$ cat src/rtl/xor_serial_arbiter.sv
// Round-robin arbiter that shares one external 1-bit XOR gate among NUM_REQ requesters.
// Operands are serialised LSB-first; optional gate self-check enabled by XOR_SERIAL_SELFCHECK_EN.
module xor_serial_arbiter #(
    parameter int NUM_REQ = 4,
    parameter int WIDTH   = 8
) (
    input  logic                                        clk,
    input  logic                                        rst_n,
    input  logic [NUM_REQ-1:0]                          req_valid,
    input  logic [NUM_REQ*WIDTH-1:0]                    req_a,
    input  logic [NUM_REQ*WIDTH-1:0]                    req_b,
    output logic [NUM_REQ-1:0]                          req_ready,
    output logic                                        resp_valid,
    input  logic                                        resp_ready,
    output logic [((NUM_REQ > 1) ? $clog2(NUM_REQ) : 1)-1:0] resp_id,
    output logic [WIDTH-1:0]                            resp_data,
    output logic                                        xor_A,
    output logic                                        xor_B,
    input  logic                                        xor_O,
    output logic                                        err
);

    localparam int ID_W  = (NUM_REQ > 1) ? $clog2(NUM_REQ) : 1;
    localparam int CNT_W = (WIDTH > 1) ? $clog2(WIDTH) : 1;

    typedef enum logic [1:0] {IDLE, SHIFT, DONE} state_t;

    state_t              state;
    state_t              state_nxt;
    logic [ID_W-1:0]     ptr;
    logic [ID_W-1:0]     id_q;
    logic [ID_W-1:0]     grant_id;
    logic                grant_found;
    logic [NUM_REQ-1:0]  grant_oh;
    logic [WIDTH-1:0]    a_sh;
    logic [WIDTH-1:0]    b_sh;
    logic [WIDTH-1:0]    res_sh;
    logic [WIDTH-1:0]    res_nxt;
    logic [CNT_W-1:0]    bit_cnt;
    logic                accept;
    logic                resp_hs;
    logic                last_bit;

    function automatic logic [ID_W-1:0] wrap_add(input logic [ID_W-1:0] base, input int offs);
        int sum;
        sum = int'(base) + offs;
        if (sum >= NUM_REQ) sum = sum - NUM_REQ;
        return ID_W'(sum);
    endfunction

    // First valid requester at or after ptr, searching upward with wrap.
    always_comb begin
        grant_found = 1'b0;
        grant_id    = '0;
        grant_oh    = '0;
        for (int k = 0; k < NUM_REQ; k++) begin
            if (!grant_found && req_valid[wrap_add(ptr, k)]) begin
                grant_found = 1'b1;
                grant_id    = wrap_add(ptr, k);
                grant_oh[wrap_add(ptr, k)] = 1'b1;
            end
        end
    end

    // Handshakes: a transfer happens on a rising edge where valid and ready are both high;
    // valid never waits for ready, and a producer holds its payload until the transfer.
    assign accept   = (state == IDLE) && grant_found;
    assign resp_hs  = (state == DONE) && resp_ready;
    assign last_bit = (bit_cnt == CNT_W'(WIDTH - 1));

    always_ff @(posedge clk or negedge rst_n) begin
        if (!rst_n) state <= IDLE;
        else        state <= state_nxt;
    end

    always_comb begin
        state_nxt = state;
        case (state)
            IDLE:    if (accept)   state_nxt = SHIFT;
            SHIFT:   if (last_bit) state_nxt = DONE;
            DONE:    if (resp_hs)  state_nxt = IDLE;
            default:               state_nxt = IDLE;
        endcase
    end

    always_comb begin
        req_ready  = '0;
        resp_valid = 1'b0;
        resp_data  = '0;
        xor_A      = 1'b0;
        xor_B      = 1'b0;
        case (state)
            IDLE:  req_ready = grant_oh;
            SHIFT: begin
                xor_A = a_sh[0];
                xor_B = b_sh[0];
            end
            DONE: begin
                resp_valid = 1'b1;
                resp_data  = res_sh;
            end
            default: ;
        endcase
    end

    assign resp_id = id_q;

    // Result enters at the MSB so the first (LSB) bit ends up at bit 0 after WIDTH shifts.
    always_comb begin
        res_nxt            = res_sh >> 1;
        res_nxt[WIDTH-1]   = xor_O;
    end

    always_ff @(posedge clk or negedge rst_n) begin
        if (!rst_n) begin
            a_sh    <= '0;
            b_sh    <= '0;
            res_sh  <= '0;
            bit_cnt <= '0;
            id_q    <= '0;
            ptr     <= '0;
        end else begin
            if (accept) begin
                a_sh    <= req_a[grant_id*WIDTH +: WIDTH];
                b_sh    <= req_b[grant_id*WIDTH +: WIDTH];
                res_sh  <= '0;
                id_q    <= grant_id;
                bit_cnt <= '0;
            end else if (state == SHIFT) begin
                a_sh    <= a_sh >> 1;
                b_sh    <= b_sh >> 1;
                res_sh  <= res_nxt;
                bit_cnt <= bit_cnt + 1'b1;
            end
            if (resp_hs) begin
                ptr <= (id_q == ID_W'(NUM_REQ - 1)) ? '0 : id_q + 1'b1;
            end
        end
    end

`ifdef XOR_SERIAL_SELFCHECK_EN
    logic err_q;

    always_ff @(posedge clk or negedge rst_n) begin
        if (!rst_n) begin
            err_q <= 1'b0;
        end else if ((state == SHIFT) && (xor_O != (a_sh[0] ^ b_sh[0]))) begin
            err_q <= 1'b1;
        end
    end

    assign err = err_q;
`else
    assign err = 1'b0;
`endif

endmodule

$ cat config.mk
export PLATFORM = sky130hd
export DESIGN_NAME = xor_serial_arbiter
export DESIGN_NICKNAME = d
export VERILOG_FILES = /design/src/rtl/xor_serial_arbiter.sv
export SDC_FILE = /design/constraint.sdc
export NUM_CORES = 1
export LEC_CHECK = 0
export CAP_MARGIN = 20
export CORE_ASPECT_RATIO = 1.25
export CORE_MARGIN = 2
export CORE_UTILIZATION = 50
export DETAILED_ROUTE_END_ITERATION = 8
export DONT_BUFFER_PORTS = 1
export SETUP_SLACK_MARGIN = 0.02
export SLEW_MARGIN = 40
export SYNTH_ARGS = -nofsm -noshare
export SYNTH_HDL_FRONTEND = slang
export SYNTH_SLANG_ARGS = --single-unit
$ cat constraint.sdc
create_clock -name clk -period 3.7 [get_ports clk]
set_input_delay 0.74 -clock clk [delete_from_list [all_inputs] [get_ports clk]]
set_output_delay 0.74 -clock clk [all_outputs]
set_load 0.01 [all_outputs]
* Word level (Yosys, flattened, before mapping) *
Cells that the tools add are included.

storage, ports and cells
  flip-flop bits (word level) = 33
  input bits = 72
  word-level logic and storage cells = 113

operators by class
  $add $sub $neg = 9
  $lt $le $gt $ge = 16
  eq/ne operators = 7
  shifts and indexed selects = 2
  muxes and demuxes = 54
  bitwise logic cells = 3
  reduce and logical (&&, ||, !) cells = 15

operator list
  operator             number
  $shiftx 32x6->8      2
  $mux 8               7
  $mux 2               16
  $lt 2x3->1 const B   8
  $mux 4               5
  $mux 1               15
  $or 4x4->4           3
  $ge 3x3->1 const B   3
  $logic_and 1x1->1    9
  $bmux 1 s2           4
  $demux 1 s2          4
  $ge 2x1->1 const B   4
  $sub 2x1->2 const B  4
  $add 2x2->3 const B  2
  $mux 3               2
  $ne 2x2->1 const B   3
  $pmux 2 s3           1
  $eq 2x2->1 const B   2
  $add 2x1->3 const B  1
  $add 3x1->3 const B  1
  $eq 3x3->1 const B   1
  $ge 2x3->1 const B   1
  $logic_not 1->1      3
  $reduce_and 3->1     1
  4 further kinds      4

* Logic depth before layout (Yosys ltp) *
Gate-level depths: netlist of the first run.

  depth in word-level cells = 21
  gate-level depth with buffers = 13

* Worst setup path before layout of the first run *
Ideal clock, no wire load.

  path kind = register to output
  start point = register ptr[0]
  end point = output port req_ready[0]
  data arrival time = 2.566 ns
  data required time = 2.960 ns
  path slack = 0.394 ns
  stages on the path, launching flop included = 12
  path buffers = 3
  cells stage by stage = dfrtp_1 -> clkbuf_2 -> buf_6 -> inv_1 -> ha_1 -> buf_6 -> mux4_2 -> and2b_4 -> a22oi_1 -> nor2_1 -> a221oi_1 -> nor3_1

on the way
  cells in the longest elaborated chain, start to end = 15
  elaborated cells on any way between the ends = 64
  those cells by class = add/sub (7); order compare (12); mux (32); bitwise (3); reduce/logical (10)

RTL lines
  what                                                                   line  RTL
  from (decl)                                                            30    logic [ID_W-1:0] ptr;
  from (signal assigned)                                                 136   ptr <= (id_q == ID_W'(NUM_REQ - 1)) ? '0 : id_q + 1'b1;
  $add 2x1->3, or another cell as far along                              46    sum = int'(base) + offs;
  $ge 3x3->1, or another cell as far along                               47    if (sum >= NUM_REQ) sum = sum - NUM_REQ;
  $mux 2, or another cell as far along                                   47
  $mux 2, or another cell as far along                                   57    if (!grant_found && req_valid[wrap_add(ptr, k)]) begin
  $lt 2x3->1 (not written as such), or another cell as far along         60    grant_oh[wrap_add(ptr, k)] = 1'b1;
  $logic_and 1x1->1 (not written as such), or another cell as far along  60
  $mux 1 (not written as such), or another cell as far along             60
  $demux 1 s2, or another cell as far along                              60
  $or 4x4->4 (no line) or $logic_not 1->1 (tied branches)                n/a
  $mux 4 or $logic_and 1x1->1 (tied branches)                            57
  $or 4x4->4 (no line) or $mux 1 (tied branches)                         n/a
  $mux 4 or $logic_not 1->1 (tied branches)                              57
  $or 4x4->4 (no line) or $logic_and 1x1->1 (tied branches)              n/a
  $mux 4 (*)                                                             57
  $mux 4 (*)                                                             92    case (state)
  to (decl)                                                              12    output logic [NUM_REQ-1:0] req_ready,

Mark *: on every way between the ends. The rest lies on a longest branch, timed or not. The select of a mux whose other input is x is not followed.

* Worst setup path after layout of the first run *
  start point = register ptr[1]
  end point = output port req_ready[2]

The elaborated chain is that of the path after synthesis.

==> summary by stage, run 1 <==
Logic synthesis
Counting flops with a built-in enable in the synthesized netlist gives 0. The synthesized design contains 33 register bits. The number of nets in the synthesized netlist is 377.

In this run the mean area of a mapped cell was 8.75 um^2. The post-synthesis sequential area ratio is 32.1%. The number of distinct library cell variants in the gate-level netlist after synthesis is 51. The count of synthesis-stage warnings from yosys is 0. The number of standard cells after synthesis is 294. The post-synthesis instance area is 2570 um^2. The most frequently used flop master after synthesis is dfrtp_1. The async set-reset flop share out of synthesis is 100%.

Outcome
The flow ran to the end, and the final reports show no timing, DRC or antenna violations.

Routing
The detailed router finished its first iteration with 83 violations. The routed via count is 2077. The via density per instance is 5.88. The final antenna-violating net count is 0. Dividing the detail-routed wire length by the instance count gives 17.0 um. The first-pass iteration count of the detailed router is 4. For this block, the routed nets add up to 5.99 mm of wire. For this run, design rule violations remaining after detail routing come to 0.

Layout
The area used by multi-input combinational logic is 1530 um^2. In the layout the commonest cells are nand2_1, dfrtp_1, mux2i_1. The sequential cells in the finished layout cover a total of 827 um^2. The post-route netlist has 13.7% of its cells at a drive strength greater than 1. The filler cells instantiated in the layout total 475. The library cell used most frequently in the layout, excluding fill and tap cells, is nand2_1. The final antenna diode count is 0.

The synthesis-to-finish area growth is 4.67%. The final layout contains 373 nets.

GRT
Summed over all layers, the global routing overflow is 0. For this run, the total global-route usage over all layers was measured as 21.5%. The first global-routing pass estimated 9.49 mm of wire. The number of global-route vias before repair is 1929. The initial antenna violation count came to 0. The pin count of the biggest net entering global routing is 34.

Worst setup path
The beginning of the critical path is ptr[1]. In this run the worst setup path terminates at req_ready[2]. The end of the worst register-to-register path is b_sh[0]. The classification of the worst setup path is reg2out.

The critical path data arrival time is 2610 ps. The worst setup path is launched from a register. The beginning of the worst register-to-register path is ptr[1]. At the worst endpoint, the required time is 2960 ps. The slack of the worst reg-to-reg path is 750 ps. Measured in cells, the most critical reg-to-reg path has a length of 7. Of all nets on the critical path, the largest fanout is 7. STA classifies the critical path endpoint as an output pin.

Die
After floorplanning, the core was sized to cover 5010 um^2. The initial utilization of the core area, before any placement, comes to 51.4%. The horizontal extent of the die is 68.2 um. The die footprint is 5740 um^2.

The die is 84.2 um tall. 90 I/O pins were placed. The row count is 29.

Place
After legalization and detailed placement, the total HPWL measured 4.26 mm. Routability-driven placement finished with a final weighted congestion of 0.724. The quantity of I/O buffers inserted on ports is 0. Prior to clock tree synthesis, the placed netlist has a worst setup slack of 404 ps.

Clock tree
The clock insertion delay at the later pin of the skew report is 290 ps. In this run, post-CTS hold repair placed 0 buffers. The clock transition at the registers of the reported paths is 80 ps. The total number of H-tree levels is 2. TritonCTS built the clock tree. The root buffer cell chosen for the clock tree is clkbuf_8. The maximum clock path buffer count is 2. CTS saw 33 sinks. The number of clock buffers inserted by TritonCTS is 5.

Timing
The final worst-path cycle share is 90.5%. The final setup TNS is 0 ps. The final clock skew is 9.44 ps. The transition at the pin with the smallest max-transition slack is 781 ps.

The max-slew violation count is 0. Setup repair after global routing left no endpoint under its margin. The final-report setup violation count is 0. For this run, the top clock speed supported by timing is 299 MHz. The number of hold violations in the final report is 0.

The relative slew slack is 46.5%. After layout, the worst setup slack is 353 ps. The clock period could shrink to 3350 ps.

Power and ir drop
The power per cell area is 941 nW/um^2. The worst-case IR drop observed on VDD is 0.380 mV. Summed over all cells, the static leakage comes to 0.00121 uW.

Hold path
The class of the tightest hold or removal check is in2async.

Run
Max-cap violations in this run came to 0.
-- sequential cells by signal, summed over array words and instances, names as in the netlist --
| signal | count |
|---|---|
| resp_id | 2 |
| bit_cnt | 3 |
| a_sh | 8 |
| b_sh | 8 |
| ptr | 2 |
| res_sh | 8 |
| state | 2 |
-- synthesized netlist by cell type, drive strengths merged (2+ instances only) --
| cell | n | area (um^2) |
|---|---|---|
| nand2 | 65 | 244 |
| nor3 | 4 | 20.0 |
| mux2i | 24 | 240 |
| o41ai | 2 | 25.0 |
| ha | 11 | 138 |
| buf | 13 | 116 |
| o21ai | 24 | 124 |
| a21oi | 7 | 35.0 |
| and3b | 2 | 17.5 |
| a22oi | 4 | 30.0 |
| a221oi | 4 | 35.0 |
| dfrtp | 33 | 826 |
| mux2 | 3 | 33.8 |
| mux4 | 2 | 45.0 |
| o211ai | 2 | 15.0 |
| nor2 | 12 | 47.6 |
| a31oi | 9 | 56.3 |
| a211oi | 4 | 30.0 |
| nor2b | 2 | 12.5 |
| nand3 | 3 | 27.5 |
| o221ai | 13 | 114 |
| and2 | 10 | 62.6 |
| inv | 13 | 48.8 |
| a21boi | 2 | 26.3 |
| clkbuf | 11 | 72.6 |
-- cell type report --
class                           count  area share, %
Multi-Input combinational cell    224           56.7
Sequential cell                    33           30.7
Timing Repair Buffer               13           3.62
Tap cell                           62           2.88
Clock buffer                        5           2.56
Inverter                           13           1.81
Clock inverter                      3           1.72
-- per-stage QoR --
stage          hold slack, ps  power, uW  utilization (%)  std cells  cell area, um^2
5_1_grt                   111       2770             53.8        353             2690
3_3_place_gp              445       2150             50.9        343             2550
6_report                  132       2530             53.8        353             2690
4_1_cts                   126       2530             53.2        351             2670
3_5_place_dp              445       2170             50.9        343             2550
2_1_floorplan             444       1950                -        294             2570
-- logic make-up (layout without fill, tap and decap cells) --
family	count (synthesis)	in the layout	synth area share, %
mux	29	29	12.4
compound gates	79	79	22.0
other cells	1	1	0.146
fa+ha+maj	11	11	5.35
flops	33	33	32.1
buf+inv	37	34	9.24
simple gates	104	104	18.8
-- timing repair --
item | in CTS | in global routing
setup endpoints to repair | 0 | 4
resized for setup | 0 | 1
buffers inserted | 0 | 2
-- per-layer routing --
metal / vias up / GRT usage [%] / part of all wire [%]
li1: 1040 / - / -
met1: 971 / 30.0 / 44
met2: 58 / 33.6 / 49
met3: 8 / 3.75 / 4.6
met4: 0 / 7.09 / 1.4
met5: - / 0 / 0
-- critical path: stages (launching register included) --
cell and delay [ps]:
dfrtp_2 400, inv_1 90, ha_1 330, mux4_2 600, and2b_4 330, a22oi_1 70
nor2_1 110, a221oi_1 60, nor3_1 170, buf_4 150
-- report_power, final --
group	total [uW]	switching (uW)	internal, uW
Combinational	1530	885	646
Sequential	653	118	535
Clock	350	148	202
Total	2530	1150	1380
-- worst min path at each step --
stage               startpoint         end  slack, ps  cells past startpoint
detailed placement       rst_n   res_sh[6]        440                      0
global route             rst_n  bit_cnt[2]        110                      0
floorplan                rst_n     a_sh[0]        440                      0
finish                   rst_n  bit_cnt[2]        130                      0
global placement         rst_n   res_sh[6]        450                      0
CTS                      rst_n  bit_cnt[2]        130                      0
Note: power is estimated with default switching activity, not from simulation.
==> inputs of run 2 (changes only) <==
- PLACE_DENSITY: not set -> 0.75
==> summary by stage, run 2 (synthesis gave the netlist of run 1 again) <==
Timing
The number of hold violations in the final report is 0 (unchanged). Setup repair after global routing left no endpoint under its margin. The transition at the pin with the smallest max-transition slack is 778 ps (-2.10 ps). The final worst-path cycle share was 94.8% (+4.3 points). The worst setup slack after layout is 193 ps (-159 ps). The maximum clock frequency came to 285 MHz (-4.5%).

The final setup TNS is 0 ps (unchanged). The max-slew violation count is 0 (unchanged). The relative slew slack is 46.6% (+0.14 points). The final-report setup violation count is 0 (unchanged). The final clock skew is 4.29 ps (-5.15 ps).

The time the final worst path needs with I/O delays and setup is 3510 ps (+159 ps).

Worst setup path
The critical path is of the reg2out type. The critical path starts at ptr[1]. The slack of the worst reg-to-reg path is 650 ps (-100 ps).

The critical path data arrival time is 2770 ps (+160 ps). The cell family contributing the most delay on the critical path is simple AND/OR/NAND/NOR gates. The capturing element type of the critical path is an output pin. The worst reg-to-reg path cell count is 7 (unchanged).

The worst register-to-register path ends at b_sh[6]. STA classifies the critical path startpoint as a register. The signal on the critical path passes through inv_1 -> ha_1 -> mux4_2 -> and2b_4 -> a22oi_1 -> nor2_1 -> a221oi_1 -> nor3_1 -> buf_4. The maximum fanout along the worst path is 11 (+4).

In this run the critical register-to-register path is launched from ptr[1]. The required time reported for the critical path endpoint is 2960 ps (about the same). The worst path buffer plus inverter count is 2 (unchanged). On the critical path, the stage with the largest delay is an instance of mux4_2.

The critical path's largest stage delay came to 600 ps (about the same).

Layout
The net count reported at finish is 371 (-0.54%). The fraction of the core area covered by cells at the end of the flow came to 52.9% (-0.87 points). The number of cells in the finished layout apart from fillers came to 350 (-0.85%). The share of final-layout standard cells stronger than drive strength 1 is 12.5% (-1.2 points).

The commonest non-fill, non-tap cell in the layout is nand2_1. The final antenna diode count is 0 (unchanged). In the final layout, the registers with the most flip-flops are a_sh (8), b_sh (8), res_sh (8). The area growth from synthesis to layout is 2.97%. The top cell types in the final layout, fill and taps aside, are nand2_1, dfrtp_1, mux2i_1. The number of fillers in the final layout was 483 (+1.7%).

Die
The row count is 29 (unchanged). The die footprint is 5740 um^2 (unchanged). The horizontal extent of the die is 68.2 um (unchanged). The effective utilization at floorplan is 51.4% (unchanged). The floorplan core area came to 5010 um^2 (unchanged). The count of pins on the block boundary is 90 (unchanged). The height of the chip is 84.2 um (unchanged).

Routing
The routed via count is 2089 (+0.58%). The total routed wirelength is 5.71 mm (-4.5%). The first-pass iteration count of the detailed router is 4 (unchanged).

The final antenna-violating net count is 0 (unchanged). The number of DRC markers after the initial detailed-route iteration came to 122 (+47%). The detailed-route DRC error count came to 0 (unchanged). The post-detailed-route wirelength per cell is 16.3 um (-3.7%).

The via density per instance came to 5.97 (+1.4%).

Clock tree
The maximum clock path buffer count was 2 (unchanged). The number of clock buffers inserted by TritonCTS came to 5 (unchanged). The quantity of hold-fixing buffers added after cts is 0 (unchanged). The clock insertion delay at the later pin of the skew report is 280 ps (about the same).

The clock transition at the registers of the reported paths is 60 ps (-20 ps). The CTS sink count was 33 (unchanged). The clock tree from TritonCTS is built. The post-cts gate resize count was 0 (unchanged).

The number of buffers inserted by post-CTS setup repair is 0 (unchanged). The tree is rooted in a clkbuf_8. The total number of H-tree levels is 2 (unchanged).

GRT
The initial antenna violation count is 0 (unchanged). The residual overflow from global routing is 0 (unchanged). The first-pass GRT wire length came to 9.43 mm (-0.65%). The number of global-route vias before repair is 2037 (+5.6%). The pin count of the biggest net entering global routing is 34 (unchanged).

The total track usage is 21.2% (-0.32 points).

Hold path
The class of the tightest hold or removal check is in2async.

Power and ir drop
The power per cell area came to 920 nW/um^2 (-2.2%). The static leakage power is 0.00119 uW (-1.7%). The maximum resistive drop on vdd was 0.447 mV (+18%).

Place
The routability-driven placement congestion ratio is 0.808 (+12%). The worst slack at placement is 400 ps (-3.70 ps). The total half-perimeter wirelength after legalization and detailed placement is 4.22 mm (-0.80%). The quantity of I/O buffers inserted on ports came to 0 (unchanged). The placed instance count is 343 (unchanged).

Outcome
The flow ran to the end, and the final reports show no timing, DRC or antenna violations.

Run
The number of maximum-capacitance constraint violations was 0 (unchanged).
[run 2: cell types whose count changed in the layout (fill, tap and decap cells not counted), sizes merged]
cell / before / now
buf: 13 / 11
clkbuf: 5 / 7
bufinv: 1 / 0
clkinv: 1 / 0
clkinvlp: 1 / 0
[run 2: worst max path at each step]
stage | endpoint | slack [ps] | cells after the start
floorplan | req_ready[0] | 390 | 11
global placement | req_ready[1] | 540 | 9
global route | req_ready[3] | 40 | 9
CTS | req_ready[3] | 80 | 9
detailed placement | req_ready[3] | 400 | 9
finish | req_ready[3] | 190 | 9
[run 2: area by class of cell]
| class | instances | area (um^2) | share of cell area [%] |
|---|---|---|---|
| clock buffers | 7 | 86.3 | 3.26 |
| inverters | 13 | 48.8 | 1.84 |
| multi-input cells | 224 | 1530 | 57.6 |
| flip-flops and latches | 33 | 827 | 31.2 |
| well taps | 62 | 77.6 | 2.93 |
| repair buffers | 11 | 82.6 | 3.12 |
[run 2: per-stage QoR]
| step | hold WS, ps | area, um^2 | power (uW) |
|---|---|---|---|
| 2_1_floorplan | 444 | 2570 | 1950 |
| 3_3_place_gp | 445 | 2550 | 2130 |
| 5_1_grt | 130 | 2650 | 2670 |
| 3_5_place_dp | 445 | 2560 | 2170 |
| 6_report | 148 | 2650 | 2440 |
| 4_1_cts | 137 | 2650 | 2450 |
[run 2: worst reg2reg max path, delay by kind of cell, from the launching register on]
kind            cells  cell delay [ps]
compound gates      3             1150
mux                 1              600
flops               1              490
fa+ha+maj           1              340
simple gates        1              230
buf+inv             1              130
[run 2: metal layers]
layer	vias to the layer above	share of wire, %	global-route usage (%)	wire length [um]
li1	1032	-	-	-
met1	994	43	27.7	2430
met2	55	51	34.6	2900
met3	8	5.0	4.02	287
met4	0	1.7	7.45	99
met5	-	0	0	0
[run 2: where the power goes]
group	internal, uW	leakage, uW	switching [uW]
clock	147	0.0000443	120
sequential	536	0.000409	128
combinational	642	0.000734	864
total	1330	0.00119	1110
